$ cat src/rtl/fpa_pipe.sv
// ============================================================================
//  Module   : fpa_pipe
//  Purpose  : Three-stage pipelined floating-point adder/subtractor with a
//             valid/ready stream interface and round-to-nearest-even.
//             Stages: align -> add -> normalise/round (output register).
//             Optional macro FPA_PIPE_FLAGS_EN adds the 4-bit flags port
//             {invalid, overflow, underflow, inexact}.
//  Revision : 1.0 - initial release
// ============================================================================
`default_nettype none

module fpa_pipe #(
  parameter int EXP_W = 8,
  parameter int MAN_W = 23,
  localparam int W = 1 + EXP_W + MAN_W
) (
  input  logic         clk,
  input  logic         rst,
  input  logic         in_valid,
  output logic         in_ready,
  input  logic [W-1:0] number_A,
  input  logic [W-1:0] number_B,
  input  logic         op,
  output logic         out_valid,
  input  logic         out_ready,
  output logic [W-1:0] result
`ifdef FPA_PIPE_FLAGS_EN
  ,
  output logic [3:0]   flags
`endif
);

  // Extended mantissa: hidden + fraction + guard + round + sticky
  localparam int E     = MAN_W + 4;
  localparam int LZW   = $clog2(E + 1);
  localparam int XW    = EXP_W + LZW + 2;
  localparam int EMAX  = (1 << EXP_W) - 1;
  localparam int SHMAX = MAN_W + 3;
  localparam logic [W-1:0] QNAN = {1'b0, {EXP_W{1'b1}}, 1'b1, {(MAN_W-1){1'b0}}};

  // Highest set bit position expressed as a leading-zero count
  function automatic logic [LZW-1:0] lzc(input logic [E-1:0] v);
    logic [LZW-1:0] n;
    n = LZW'(E);
    for (int i = 0; i < E; i++) begin
      if (v[i]) n = LZW'(E - 1 - i);
    end
    return n;
  endfunction

  logic stall;
  assign stall    = out_valid && !out_ready;
  assign in_ready = !stall;

  // ---------------------------------------------------------------- unpack
  logic             sa, sb;
  logic [EXP_W-1:0] ea, eb;
  logic [MAN_W-1:0] ma, mb;
  logic             a_zero, b_zero, a_inf, b_inf, any_nan, inf_cancel;

  assign sa = number_A[W-1];
  assign ea = number_A[W-2:MAN_W];
  assign ma = number_A[MAN_W-1:0];
  assign sb = number_B[W-1] ^ op;   // subtraction flips B's sign up front
  assign eb = number_B[W-2:MAN_W];
  assign mb = number_B[MAN_W-1:0];

  // Subnormals (exp == 0) are flushed to signed zero
  assign a_zero     = (ea == '0);
  assign b_zero     = (eb == '0);
  assign a_inf      = (ea == '1) && (ma == '0);
  assign b_inf      = (eb == '1) && (mb == '0);
  assign any_nan    = ((ea == '1) && (ma != '0)) || ((eb == '1) && (mb != '0));
  assign inf_cancel = a_inf && b_inf && (sa != sb);

  // ---------------------------------------------------------------- stage 1 comb
  logic             spec_d;
  logic [W-1:0]     spec_res_d;
  logic             sign_d, sub_d;
  logic [EXP_W-1:0] exp_d, diff;
  logic [E-1:0]     big_d, small_ext, small_d, sh;
  logic             lost;

  // Special-case detection, magnitude ordering and alignment shift
  always_comb begin
    spec_d     = 1'b1;
    spec_res_d = '0;
    sign_d     = sa;
    exp_d      = ea;
    diff       = '0;
    big_d      = '0;
    small_ext  = '0;
    small_d    = '0;
    sh         = '0;
    lost       = 1'b0;
    sub_d      = sa ^ sb;

    if (any_nan || inf_cancel)  spec_res_d = QNAN;
    else if (a_inf)             spec_res_d = {sa, {EXP_W{1'b1}}, {MAN_W{1'b0}}};
    else if (b_inf)             spec_res_d = {sb, {EXP_W{1'b1}}, {MAN_W{1'b0}}};
    else if (a_zero && b_zero)  spec_res_d = {sa & sb, {(W-1){1'b0}}};
    else if (a_zero)            spec_res_d = {sb, eb, mb};
    else if (b_zero)            spec_res_d = {sa, ea, ma};
    else                        spec_d     = 1'b0;

    if ({ea, ma} >= {eb, mb}) begin
      sign_d    = sa;
      exp_d     = ea;
      diff      = ea - eb;
      big_d     = {1'b1, ma, 3'b000};
      small_ext = {1'b1, mb, 3'b000};
    end else begin
      sign_d    = sb;
      exp_d     = eb;
      diff      = eb - ea;
      big_d     = {1'b1, mb, 3'b000};
      small_ext = {1'b1, ma, 3'b000};
    end

    // Shifting past guard/round leaves only the sticky; the hidden bit makes it 1
    if (32'(diff) >= SHMAX) begin
      small_d = {{(E-1){1'b0}}, 1'b1};
    end else begin
      sh      = small_ext >> diff;
      lost    = |(small_ext & ~({E{1'b1}} << diff));
      small_d = {sh[E-1:1], sh[0] | lost};
    end
  end

  // ---------------------------------------------------------------- stage 1 regs
  logic             s1_valid, s1_spec, s1_sign, s1_sub;
  logic [W-1:0]     s1_spec_res;
  logic [EXP_W-1:0] s1_exp;
  logic [E-1:0]     s1_big, s1_small;
`ifdef FPA_PIPE_FLAGS_EN
  logic             s1_inv;
`endif

  // Align stage register; holds while the output is stalled
  always_ff @(posedge clk) begin
    if (rst) begin
      s1_valid    <= 1'b0;
      s1_spec     <= 1'b0;
      s1_spec_res <= '0;
      s1_sign     <= 1'b0;
      s1_sub      <= 1'b0;
      s1_exp      <= '0;
      s1_big      <= '0;
      s1_small    <= '0;
`ifdef FPA_PIPE_FLAGS_EN
      s1_inv      <= 1'b0;
`endif
    end else if (!stall) begin
      s1_valid    <= in_valid;
      s1_spec     <= spec_d;
      s1_spec_res <= spec_res_d;
      s1_sign     <= sign_d;
      s1_sub      <= sub_d;
      s1_exp      <= exp_d;
      s1_big      <= big_d;
      s1_small    <= small_d;
`ifdef FPA_PIPE_FLAGS_EN
      s1_inv      <= any_nan || inf_cancel;
`endif
    end
  end

  // ---------------------------------------------------------------- stage 2
  logic [E:0] sum_d;
  // Larger magnitude is always the minuend, so the difference never goes negative
  assign sum_d = s1_sub ? ({1'b0, s1_big} - {1'b0, s1_small})
                        : ({1'b0, s1_big} + {1'b0, s1_small});

  logic             s2_valid, s2_spec, s2_sign;
  logic [W-1:0]     s2_spec_res;
  logic [EXP_W-1:0] s2_exp;
  logic [E:0]       s2_sum;
`ifdef FPA_PIPE_FLAGS_EN
  logic             s2_inv;
`endif

  // Add stage register; holds while the output is stalled
  always_ff @(posedge clk) begin
    if (rst) begin
      s2_valid    <= 1'b0;
      s2_spec     <= 1'b0;
      s2_spec_res <= '0;
      s2_sign     <= 1'b0;
      s2_exp      <= '0;
      s2_sum      <= '0;
`ifdef FPA_PIPE_FLAGS_EN
      s2_inv      <= 1'b0;
`endif
    end else if (!stall) begin
      s2_valid    <= s1_valid;
      s2_spec     <= s1_spec;
      s2_spec_res <= s1_spec_res;
      s2_sign     <= s1_sign;
      s2_exp      <= s1_exp;
      s2_sum      <= sum_d;
`ifdef FPA_PIPE_FLAGS_EN
      s2_inv      <= s1_inv;
`endif
    end
  end

  // ---------------------------------------------------------------- stage 3 comb
  logic [LZW-1:0]   lz;
  logic [E-1:0]     m_n;
  logic [XW-1:0]    e_n, e_r;
  logic             rnd_up, ovf, unf, inx;
  logic [MAN_W+1:0] m_r;
  logic [MAN_W-1:0] frac;
  logic [W-1:0]     res_d;
`ifdef FPA_PIPE_FLAGS_EN
  logic [3:0]       flags_d;
`endif

  // Normalise, round to nearest even, then classify overflow/underflow
  always_comb begin
    lz  = '0;
    m_n = '0;
    e_n = '0;
    if (s2_sum[E]) begin
      m_n = {s2_sum[E:2], s2_sum[1] | s2_sum[0]};
      e_n = {{(XW-EXP_W){1'b0}}, s2_exp} + XW'(1);
    end else begin
      lz  = lzc(s2_sum[E-1:0]);
      m_n = s2_sum[E-1:0] << lz;
      e_n = {{(XW-EXP_W){1'b0}}, s2_exp} - {{(XW-LZW){1'b0}}, lz};
    end

    rnd_up = m_n[2] & (m_n[3] | m_n[1] | m_n[0]);
    m_r    = {1'b0, m_n[E-1:3]} + {{(MAN_W+1){1'b0}}, rnd_up};
    if (m_r[MAN_W+1]) begin
      e_r  = e_n + XW'(1);
      frac = m_r[MAN_W:1];
    end else begin
      e_r  = e_n;
      frac = m_r[MAN_W-1:0];
    end

    // e_r MSB set means the exponent went negative
    ovf   = !e_r[XW-1] && (e_r >= XW'(EMAX));
    unf   = e_r[XW-1] || (e_r == '0);
    inx   = |m_n[2:0];
    res_d = {s2_sign, e_r[EXP_W-1:0], frac};
`ifdef FPA_PIPE_FLAGS_EN
    flags_d = {1'b0, 1'b0, 1'b0, inx};
`endif

    if (s2_spec) begin
      res_d = s2_spec_res;
`ifdef FPA_PIPE_FLAGS_EN
      flags_d = {s2_inv, 3'b000};
`endif
    end else if (s2_sum == '0) begin
      res_d = '0;   // exact cancellation is +0
`ifdef FPA_PIPE_FLAGS_EN
      flags_d = 4'b0000;
`endif
    end else if (ovf) begin
      res_d = {s2_sign, {EXP_W{1'b1}}, {MAN_W{1'b0}}};
`ifdef FPA_PIPE_FLAGS_EN
      flags_d = 4'b0101;
`endif
    end else if (unf) begin
      res_d = {s2_sign, {(W-1){1'b0}}};
`ifdef FPA_PIPE_FLAGS_EN
      flags_d = 4'b0011;
`endif
    end
  end

  // Output register; result and flags hold while the consumer stalls
  always_ff @(posedge clk) begin
    if (rst) begin
      out_valid <= 1'b0;
      result    <= '0;
`ifdef FPA_PIPE_FLAGS_EN
      flags     <= 4'b0000;
`endif
    end else if (!stall) begin
      out_valid <= s2_valid;
      if (s2_valid) begin
        result  <= res_d;
`ifdef FPA_PIPE_FLAGS_EN
        flags   <= flags_d;
`endif
      end
    end
  end

endmodule

`default_nettype wire
$ cat config.mk
export PLATFORM = sky130hd
export DESIGN_NAME = fpa_pipe
export DESIGN_NICKNAME = d
export VERILOG_FILES = /design/src/rtl/fpa_pipe.sv
export SDC_FILE = /design/constraint.sdc
export NUM_CORES = 1
export LEC_CHECK = 0
export BUFFER_PORTS_ARGS = -buffer_cell sky130_fd_sc_hd__buf_2
export CAP_MARGIN = 20
export CORE_MARGIN = 5
export CORE_UTILIZATION = 40
export DETAILED_ROUTE_END_ITERATION = 16
export PLACE_DENSITY = 0.57
export SYNTH_ARGS = -nofsm -noshare
export SYNTH_HDL_FRONTEND = slang
export SYNTH_SLANG_ARGS = --single-unit
$ cat constraint.sdc
create_clock -name clk -period 9.92 [get_ports clk]
set_clock_uncertainty 0.15 [all_clocks]
set_input_delay 0.496 -clock clk [delete_from_list [all_inputs] [get_ports clk]]
set_output_delay 0.496 -clock clk [all_outputs]
set_load 0.01 [all_outputs]
==> impl_metrics.py, run 1 <==
metrics = {
    "setup_path": {
        "critPathKind": "reg2reg",
        "cp_max_fo": 33,
        "cp_slowest_cell": "dfxtp_1",
        "reg2reg_depth": 20,
        "critPathLaunchType": "flip-flop",
        "path_cells": "nor2_1 > o311ai_0 > a21o_1 > buf_4 > inv_1 > buf_4 > mux2i_1 > mux2_2 > o41ai_1 > ha_1 > inv_1 > a21oi_1 > nand4_1 > or4_1 > nor4b_2 > and2_1 > nand3_2 > a21oi_4 > a22oi_1 > a211oi_1",
        "crit_path_end_kind": "flip-flop",
        "r2r_end": "result[30]",
        "rr_startpoint": "s2_sum[8]",
        "path_buf_inv": 4,
        "rrSetupSlack_ns": 3.57,
        "cp.required_ns": 10.15,
        "slowest_delay_ns": 0.66,
        "cp_top_family": "compound AO/OA/AOI/OAI gates",
        "worstPathArrival_ns": 6.57,
    },
    "grt": {
        "grt_pass1_vias": 16470,
        "grtUsageTotal_pct": 26.84,
        "grt_max_degree": 90,
        "gr-total-overflow": 0,
        "antenna_found_initial": 0,
        "grt_pass1_wl_mm": 96.50,
    },
    "finish": {
        "layout.nets": 2399,
        "area_growth_pct": 8.642,
        "finalCoreUtilization_pct": 43.99,
        "design_area_mm2": 0.01796,
        "stdcell_count": 2799,
        "antennaDiodeCount": 0,
        "drive_gt1_share_pct": 10.01,
    },
    "synth": {
        "seq_area_frac_synth_pct": 24.09,
        "ys.warnings.count": 0,
        "synth_commonest_cells": "nand2_1 (348), nor2_1 (238), a21oi_1 (216), dfxtp_1 (199), clkbuf_1 (122)",
        "synth_largest_area_cell": "dfxtp_1",
        "synth-seq-cells": 199,
        "synth.most_common_cell": "nand2_1",
        "ys_types": 96,
        "synth.net_count": 2412,
        "syn_area_mm2": 0.01653,
        "yosys_most_used_dff": "dfxtp_1",
        "synthArstFlopShare_pct": 0,
        "synth_cells": 2267,
        "synth_area_leaders": "dfxtp_1 (24%), nand2_1 (7.9%), a21oi_1 (6.5%)",
        "synth_top_area_share_pct": 24.09,
        "synth_edf_count": 0,
        "synth.avg_cell_area_um2": 7.294,
    },
    "die": {
        "core_mm2": 0.04083,
        "die-area_mm2": 0.04550,
        "rows": 74,
        "die_h_um": 213.3,
        "start_util_pct": 40.49,
        "ios": 103,
        "die_x_um": 213.3,
    },
    "clock_network": {
        "cts_root_buf": "clkbuf_16",
        "cts_tree": "built",
        "postCtsSetupRepairBufs": 0,
        "clk_pin_slew_worst_paths_ns": 0.08,
        "holdBufCountCts": 0,
        "h-tree-depth": 4,
        "clk_latency_ns": 0.47,
        "postCtsResizedCells": 0,
        "clkSinkCount": 199,
        "clock_path_buffers": 2,
        "cts_buffers": 17,
    },
    "pwr": {
        "seq_power_share_pct": 22.7,
        "switching_share_pct": 50.38,
        "comb_power_share_pct": 60.9,
        "intPower_mw": 2.222,
        "clock_power_share_pct": 16.5,
        "p_sw_mw": 2.257,
        "vdd.ir_drop.worst_v": 0.0001832,
        "power_density_mw_per_mm2": 249.3,
        "p_leak_nw": 7.413,
    },
    "drt": {
        "dr_total_vias": 17130,
        "antenna_left": 0,
        "drc_errors": 0,
        "wire_per_inst_um": 22.18,
        "first_pass_iters": 5,
        "dr.first_iter.drc_count": 1625,
        "via_per_inst": 6.118,
        "routed_wl_mm": 62.09,
    },
    "placement": {
        "dpl_cell_area_mm2": 0.01729,
        "placedCellCount": 2766,
        "routabilityCongestion": 0.9706,
        "dp_hpwl_mm": 46.91,
        "portBuffers": 102,
    },
    "sta": {
        "rsz0062_at_grt": "false",
        "fmax_mhz": 157.5,
        "min_period_ns": 6.348,
        "hold_violations": 0,
        "tightest_slew_ns": 1.083,
        "setup-tns-final_ns": 0,
        "period_share_pct": 64.00,
        "maxSlewHeadroom_pct": 27.67,
        "setup_viol": 0,
        "slew_violations": 0,
    },
    "status": {
        "status": "completed",
    },
    "worst_hold_path": {
        "min_to": "s1_valid",
        "holdPathStages": 3,
        "min_from": "in_valid",
        "hp-class": "in2reg",
    },
    "run": {
        "cap_violations": 0,
    },
}
## power by group through the flow
stage	clock (mW)	combinational, mW	sequential, mW
after detailed placement	0	2.67	1.03
after global placement	0	2.70	1.02
after floorplan	0	1.99	0.928
after CTS	0.756	2.68	1.01
final	0.738	2.73	1.02
after global routing	0.785	2.93	1.03
## cell families after synthesis
| logic type | synth area share, % |
|---|---|
| fa+ha+maj | 5.887 |
| xor+xnor | 4.608 |
| flops | 24.09 |
| compound gates | 26.64 |
| mux | 7.832 |
| buf+inv | 6.046 |
| simple gates | 24.89 |
## area by class of cell
cell class                      instances  area (µm²)
Fill cell                            4211       22870
Multi-Input combinational cell       1823       11600
Sequential cell                       199        3984
Timing Repair Buffer                  132       762.0
Tap cell                              532       665.6
Clock buffer                           17       425.4
Inverter                               81       311.5
Clock inverter                         15       217.7
## layout by cell type (no fill, tap or decap), types with 24 or more instances in the layout
cell type and instances:
a211oi_1 29, a21oi_1 214, a22o_1 27, a22oi_1 39
a311oi_1 34, and3_1 47, buf_2 101, buf_4 29
dfxtp_1 199, ha_1 73, inv_1 76, mux2i_1 101
nand2_1 348, nand3_1 45, nand4_1 24, nor2_1 237
nor3_1 59, nor4_1 33, o21ai_0 74, o22ai_1 27
xnor2_1 63
## metal layers
| metal | wire length, µm | global-route usage, % | share of wire [%] | up-vias |
|---|---|---|---|---|
| met1 | 28250 | 37.24 | 46 | 8127 |
| li1 | - | - | - | 8235 |
| met3 | 3211 | 3.232 | 5.2 | 125 |
| met2 | 28030 | 42.50 | 45 | 638 |
| met4 | 2598 | 11.03 | 4.2 | 0 |
| met5 | 0 | 0 | 0 | - |
## state kept, by name, indices dropped and copies added (netlist names)
name	flops
s1_sub	1
s2_spec_res	32
s2_exp	8
s1_spec_res	32
s1_exp	8
s1_big	24
s1_valid	1
s1_small	27
s2_valid	1
result	32
out_valid	1
s2_spec	1
s2_sign	1
s1_spec	1
s2_sum	28
s1_sign	1
## how the worst max path moves through the flow
stage	startpoint	to	slack [ns]	cells after the start
2_1_floorplan	s2_sum[9]	result[16]	4.80	20
5_1_grt	s2_sum[8]	result[28]	2.96	20
3_3_place_gp	s2_sum[8]	result[27]	3.81	20
4_1_cts	s2_sum[8]	result[30]	3.62	20
3_5_place_dp	s2_sum[8]	result[30]	3.63	20
6_report	s2_sum[8]	result[30]	3.57	20
## tightest hold or removal path, cell delays in order
cell and delay [ns]:
buf_2 0.09, nand2_1 0.04, a21oi_1 0.06
## per-stage QoR
step           hold slack (ns)  setup slack, ns  power [mW]
2_1_floorplan           0.2774            4.802       2.913
3_3_place_gp            0.2848            3.806       3.720
3_5_place_dp            0.2909            3.632       3.696
4_1_cts                 0.1020            3.622       4.443
5_1_grt                 0.1472            2.957       4.737
6_report                0.1274            3.572       4.479
No activity file was read; power rests on OpenSTA's default activity.
==> run 2: changes to the inputs <==
- PLACE_DENSITY: 0.57 -> 0.6
- clock period: 9.92 -> 5.4 ns (I/O delays scaled with it)
==> run 2 against run 1 <==
Compared with the run above:
- via count up 4.0%
- die area did not move
- critical path depth down 3
- sequential power increased by 74%
- register-to-register slack lost 3.3 ns
- final area is 8.2% higher
- first-iteration DRC count rose by 3.8%
- final cell count grew 6.2%
- setup slack got worse by 3.3 ns
- worst hold slack lost 0.10 ns
- critical endpoint is now result[9]
==> impl_metrics.py, run 2 (same netlist as run 1, synthesis figures left out) <==
metrics = {
    "clock_network": {
        "cts_buffers": 17,
        "clkSinkCount": 199,
        "cts_tree": "built",
        "clock_path_buffers": 2,
        "clk_pin_slew_worst_paths_ns": 0.08,
        "h-tree-depth": 4,
        "cts_root_buf": "clkbuf_16",
        "clk_latency_ns": 0.46,
    },
    "finish": {
        "layout.nets": 2574,
        "design_area_mm2": 0.01943,
        "antennaDiodeCount": 0,
        "area_growth_pct": 17.54,
        "drive_gt1_share_pct": 15.08,
        "stdcell_count": 2973,
        "layout_commonest_cell": "nand2_1",
        "reg_top3": "result (32), s1_spec_res (32), s2_spec_res (32)",
        "mostFrequentLayoutCells": "nand2_1 (348), nor2_1 (237), a21oi_1 (214), dfxtp_1 (196), buf_4 (158)",
    },
    "placement": {
        "placedCellCount": 2895,
        "portBuffers": 102,
        "dpl_cell_area_mm2": 0.01830,
        "routabilityCongestion": 1.010,
        "dp_hpwl_mm": 48.35,
        "post-place-ws_ns": -0.01044,
    },
    "sta": {
        "fin_ws_ns": 0.2365,
        "maxSlewHeadroom_pct": 33.94,
        "period_share_pct": 95.62,
        "fmax_mhz": 193.7,
        "tightest_slew_ns": 0.9886,
        "min_period_ns": 5.164,
        "holdWs_ns": 0.02766,
        "slew_violations": 0,
        "setup_viol": 0,
        "rsz0062_at_grt": "true",
        "hold_violations": 0,
    },
    "run": {
        "cap_violations": 0,
    },
    "drt": {
        "first_pass_iters": 5,
        "dr_total_vias": 17810,
        "dr.first_iter.drc_count": 1687,
        "antenna_left": 0,
        "drc_errors": 0,
        "routed_wl_mm": 63.01,
        "wire_per_inst_um": 21.19,
        "via_per_inst": 5.990,
    },
    "setup_path": {
        "startpoint": "s2_sum[25]",
        "worstPathArrival_ns": 5.31,
        "crit_path_end_kind": "flip-flop",
        "cp_max_fo": 11,
        "critPathKind": "reg2reg",
        "cp.required_ns": 5.55,
        "rrSetupSlack_ns": 0.24,
        "rr_startpoint": "s2_sum[25]",
        "r2r_end": "result[9]",
        "critPathLaunchType": "flip-flop",
        "reg2reg_depth": 17,
    },
    "grt": {
        "gr-total-overflow": 0,
        "grt_max_degree": 106,
        "grt_pass1_wl_mm": 97.39,
        "grt_pass1_vias": 16910,
        "grtUsageTotal_pct": 27.04,
        "antenna_found_initial": 0,
    },
    "worst_hold_path": {
        "hp-class": "in2reg",
        "min_from": "number_A[4]",
        "holdPathStages": 3,
        "min_to": "s1_big[7]",
    },
    "die": {
        "start_util_pct": 40.49,
        "die-area_mm2": 0.04550,
        "die_h_um": 213.3,
        "rows": 74,
        "ios": 103,
        "core_mm2": 0.04083,
        "die_x_um": 213.3,
    },
    "pwr": {
        "p_leak_nw": 8.289,
        "power_density_mw_per_mm2": 457.6,
        "vdd.ir_drop.worst_v": 0.0002616,
        "p_total_mw": 8.893,
    },
    "status": {
        "status": "completed",
    },
}
## run 2: area by class of cell
cell class / instances / area (µm²)
Clock buffer: 18 / 429.2
Clock inverter: 13 / 158.9
Fill cell: 4188 / 21400
Inverter: 81 / 311.5
Multi-Input combinational cell: 1823 / 11640
Sequential cell: 199 / 3988
Tap cell: 532 / 665.6
Timing Repair Buffer: 307 / 2238
## run 2: worst max-delay path by stage
stage	slack (ns)	endpoint
after floorplan	0.28	result[16]
after global placement	0.13	result[1]
after detailed placement	-0.01	result[9]
after CTS	0.007	result[9]
after global routing	-0.002	result[28]
final	0.24	result[9]
## run 2: repair_timing
item	4_1_cts	5_1_grt
setup buffers	0	3
endpoints found under the hold margin	24	0
pin swaps	0	1
resized for setup	1	14
endpoints found under the setup margin	2	31
hold buffers	42	0
## run 2: power breakdown
group,total [mW],internal [mW],switching [mW]
logic,5.83,2.42,3.41
clock network,1.29,0.660,0.633
registers,1.77,1.60,0.170
## run 2: per-layer routing
metal	up-vias	wire (µm)	track usage, %
met5	-	0	0
met3	153	3683	3.130
met4	0	3069	12.32
met1	8397	28040	37.25
li1	8568	-	-
met2	690	28220	42.61
## run 2: per-stage QoR
stage | utilization (%) | TNS (ns)
after floorplan | - | 0
after global placement | 44.82 | 0
after detailed placement | 44.82 | -0.01044
after CTS | 47.30 | 0
after global routing | 47.60 | -0.002459
final | 47.60 | 0
## run 2: worst max-delay path: stages (launching register included)
cell and delay (ns):
dfxtp_1 0.47, buf_4 0.20, nor2b_1 0.09, nor3_2 0.29, o221ai_4 0.24, inv_2 0.29
buf_4 0.21, nand2_1 0.06, a32oi_1 0.37, o41a_1 0.46, nand4_1 0.19, or4_1 0.46
or4b_1 0.55, a2111oi_2 0.31, o21ai_1 0.16, o211a_4 0.19, a32oi_1 0.22, a211oi_1 0.10
==> run 3: changes to the inputs <==
- PLACE_DENSITY: 0.6 -> 0.57
- clock period: 5.4 -> 4.8 ns (I/O delays scaled with it)
==> run 3 against run 2 <==
Compared with the run above:
- the flow now finishes with violations (setup timing)
- critical endpoint unchanged
- final cell count is 5.2% higher
- critical path depth is 1 higher
- non-clock buffer count is 153 higher
- sequential share of layout area is 1.5 points lower
- fmax is 4.7% higher
==> impl_metrics.py, run 3 (same netlist as run 1, synthesis figures left out) <==
metrics = {
    "sta": {
        "min_period_ns": 4.932,
        "maxSlewHeadroom_pct": 28.63,
        "rsz0062_at_grt": "true",
        "period_share_pct": 102.8,
        "slew_violations": 0,
        "setup_viol": 31,
        "setup-tns-final_ns": -2.124,
        "fin_ws_ns": -0.1323,
        "fmax_mhz": 202.7,
        "tightest_slew_ns": 1.071,
        "hold_violations": 0,
    },
    "placement": {
        "routabilityCongestion": 1.002,
        "portBuffers": 102,
        "post-place-ws_ns": -0.2708,
        "placedCellCount": 3033,
        "dp_hpwl_mm": 52.04,
    },
    "finish": {
        "mostFrequentLayoutCells": "nand2_1 (347), buf_4 (310), nor2_1 (233), a21oi_1 (209), dfxtp_1 (195)",
        "area_growth_pct": 26.89,
        "layout.nets": 2728,
        "finalCoreUtilization_pct": 51.39,
        "reg_top3": "result (32), s1_spec_res (32), s2_spec_res (32)",
        "layout_commonest_cell": "nand2_1",
        "drive_gt1_share_pct": 22.27,
        "stdcell_count": 3128,
        "antennaDiodeCount": 0,
    },
    "drt": {
        "antenna_left": 0,
        "dr_total_vias": 18410,
        "routed_wl_mm": 66.90,
        "first_pass_iters": 5,
        "drc_errors": 0,
        "dr.first_iter.drc_count": 1599,
        "via_per_inst": 5.887,
        "wire_per_inst_um": 21.39,
    },
    "clock_network": {
        "clk_latency_ns": 0.46,
        "h-tree-depth": 4,
        "clkSinkCount": 199,
        "clk_pin_slew_worst_paths_ns": 0.08,
        "clock_path_buffers": 2,
        "cts_root_buf": "clkbuf_16",
        "cts_tree": "built",
        "cts_buffers": 17,
    },
    "die": {
        "die_x_um": 213.3,
        "die_h_um": 213.3,
        "ios": 103,
        "core_mm2": 0.04083,
        "start_util_pct": 40.49,
        "rows": 74,
        "die-area_mm2": 0.04550,
    },
    "status": {
        "violations": "setup timing",
        "status": "complete, but fails checks",
    },
    "setup_path": {
        "cp.required_ns": 4.94,
        "critPathLaunchType": "flip-flop",
        "cp_slowest_cell": "or4_4",
        "rr_startpoint": "s2_sum[10]",
        "crit_path_end_kind": "flip-flop",
        "path_cells": "inv_2 > a2111oi_4 > nand4_1 > o221ai_4 > buf_12 > mux2_4 > o41ai_4 > ha_2 > inv_2 > a21oi_2 > nand4_1 > or4_4 > or4b_4 > a2111oi_4 > o21ai_2 > o211a_4 > a32oi_1 > a211oi_1",
        "startpoint": "s2_sum[10]",
        "slowest_delay_ns": 0.59,
        "rrSetupSlack_ns": -0.13,
        "critPathKind": "reg2reg",
        "cp_max_fo": 7,
        "worstPathArrival_ns": 5.08,
        "r2r_end": "result[9]",
        "reg2reg_depth": 18,
        "crit_path_end": "result[9]",
    },
    "grt": {
        "antenna_found_initial": 0,
        "grt_max_degree": 108,
        "gr-total-overflow": 0,
        "grtUsageTotal_pct": 28.66,
        "grt_pass1_vias": 17840,
        "grt_pass1_wl_mm": 103.1,
    },
    "run": {
        "cap_violations": 0,
    },
    "pwr": {
        "vdd.ir_drop.worst_v": 0.0003014,
        "p_leak_nw": 9.115,
        "power_density_mw_per_mm2": 529.4,
    },
    "worst_hold_path": {
        "hp-class": "in2reg",
    },
}
## run 3: cell types whose count changed in the layout (fill, tap and decap cells not counted), moves of 5 or more
cell / before / now
a21oi_1: 214 / 209
buf_4: 158 / 310
clkinv_8: 2 / 8
mux2i_1: 99 / 92
mux2i_2: 3 / 10
o22ai_1: 27 / 21
o22ai_2: 0 / 6
## run 3: critical path: cells and delay by family (launching register included)
| kind | cells | cell delay [ns] |
|---|---|---|
| and+or+nand+nor | 4 | 1.51 |
| AOI/OAI and AO/OA | 9 | 1.87 |
| buffers and inverters | 3 | 0.26 |
| muxes | 1 | 0.32 |
| DFF | 1 | 0.37 |
| adders and majority gates | 1 | 0.27 |
## run 3: per-layer routing
layer  vias to the layer above  global-route usage [%]  share of wire, %
met5                         -                       0                 0
met4                         0                   12.83               4.5
met3                       133                   3.629               5.2
met2                       637                   46.12                46
met1                      8755                   38.58                44
li1                       8889                       -                 -
## run 3: timing repair
item,in CTS,in global routing
hold buffers,40,0
pin swaps,28,9
setup buffers,18,4
endpoints found under the hold margin,21,0
gates resized for setup,39,37
setup endpoints to repair,31,57
gates cloned,1,0
## run 3: worst min-delay path by stage
stage | from | end | slack (ns) | cells after the start
2_1_floorplan | in_valid | s1_valid | 0.23 | 2
3_5_place_dp | s2_spec_res[4] | s2_spec_res[4] | 0.29 | 2
6_report | number_B[12] | s1_big[15] | 0.04 | 3
4_1_cts | number_B[12] | s1_big[15] | 0.01 | 3
5_1_grt | number_B[12] | s1_big[15] | 0.04 | 3
3_3_place_gp | s2_spec_res[4] | s2_spec_res[4] | 0.29 | 2
## run 3: layout make-up
cell class,count,area [µm²]
Tap cell,532,665.6
Clock buffer,18,439.2
Fill cell,4021,19850
Clock inverter,14,206.4
Sequential cell,199,3989
Timing Repair Buffer,460,3369
Inverter,81,316.6
Multi-Input combinational cell,1824,12000
## run 3: report_power, final
group          leakage (nW)  switching (mW)  internal [mW]  total [mW]
Combinational          7.18            4.16           3.46        7.61
Sequential             1.63           0.154           1.80        1.95
Clock                 0.310           0.769          0.775        1.54
## run 3: stage by stage
step | power (mW) | hold slack [ns] | area (µm²)
global placement | 9.114 | 0.2855 | 19400
finish | 11.11 | 0.03948 | 20980
floorplan | 6.137 | 0.2305 | 16660
detailed placement | 9.108 | 0.2904 | 19400
CTS | 10.98 | 0.009940 | 20800
global route | 11.77 | 0.03747 | 20980
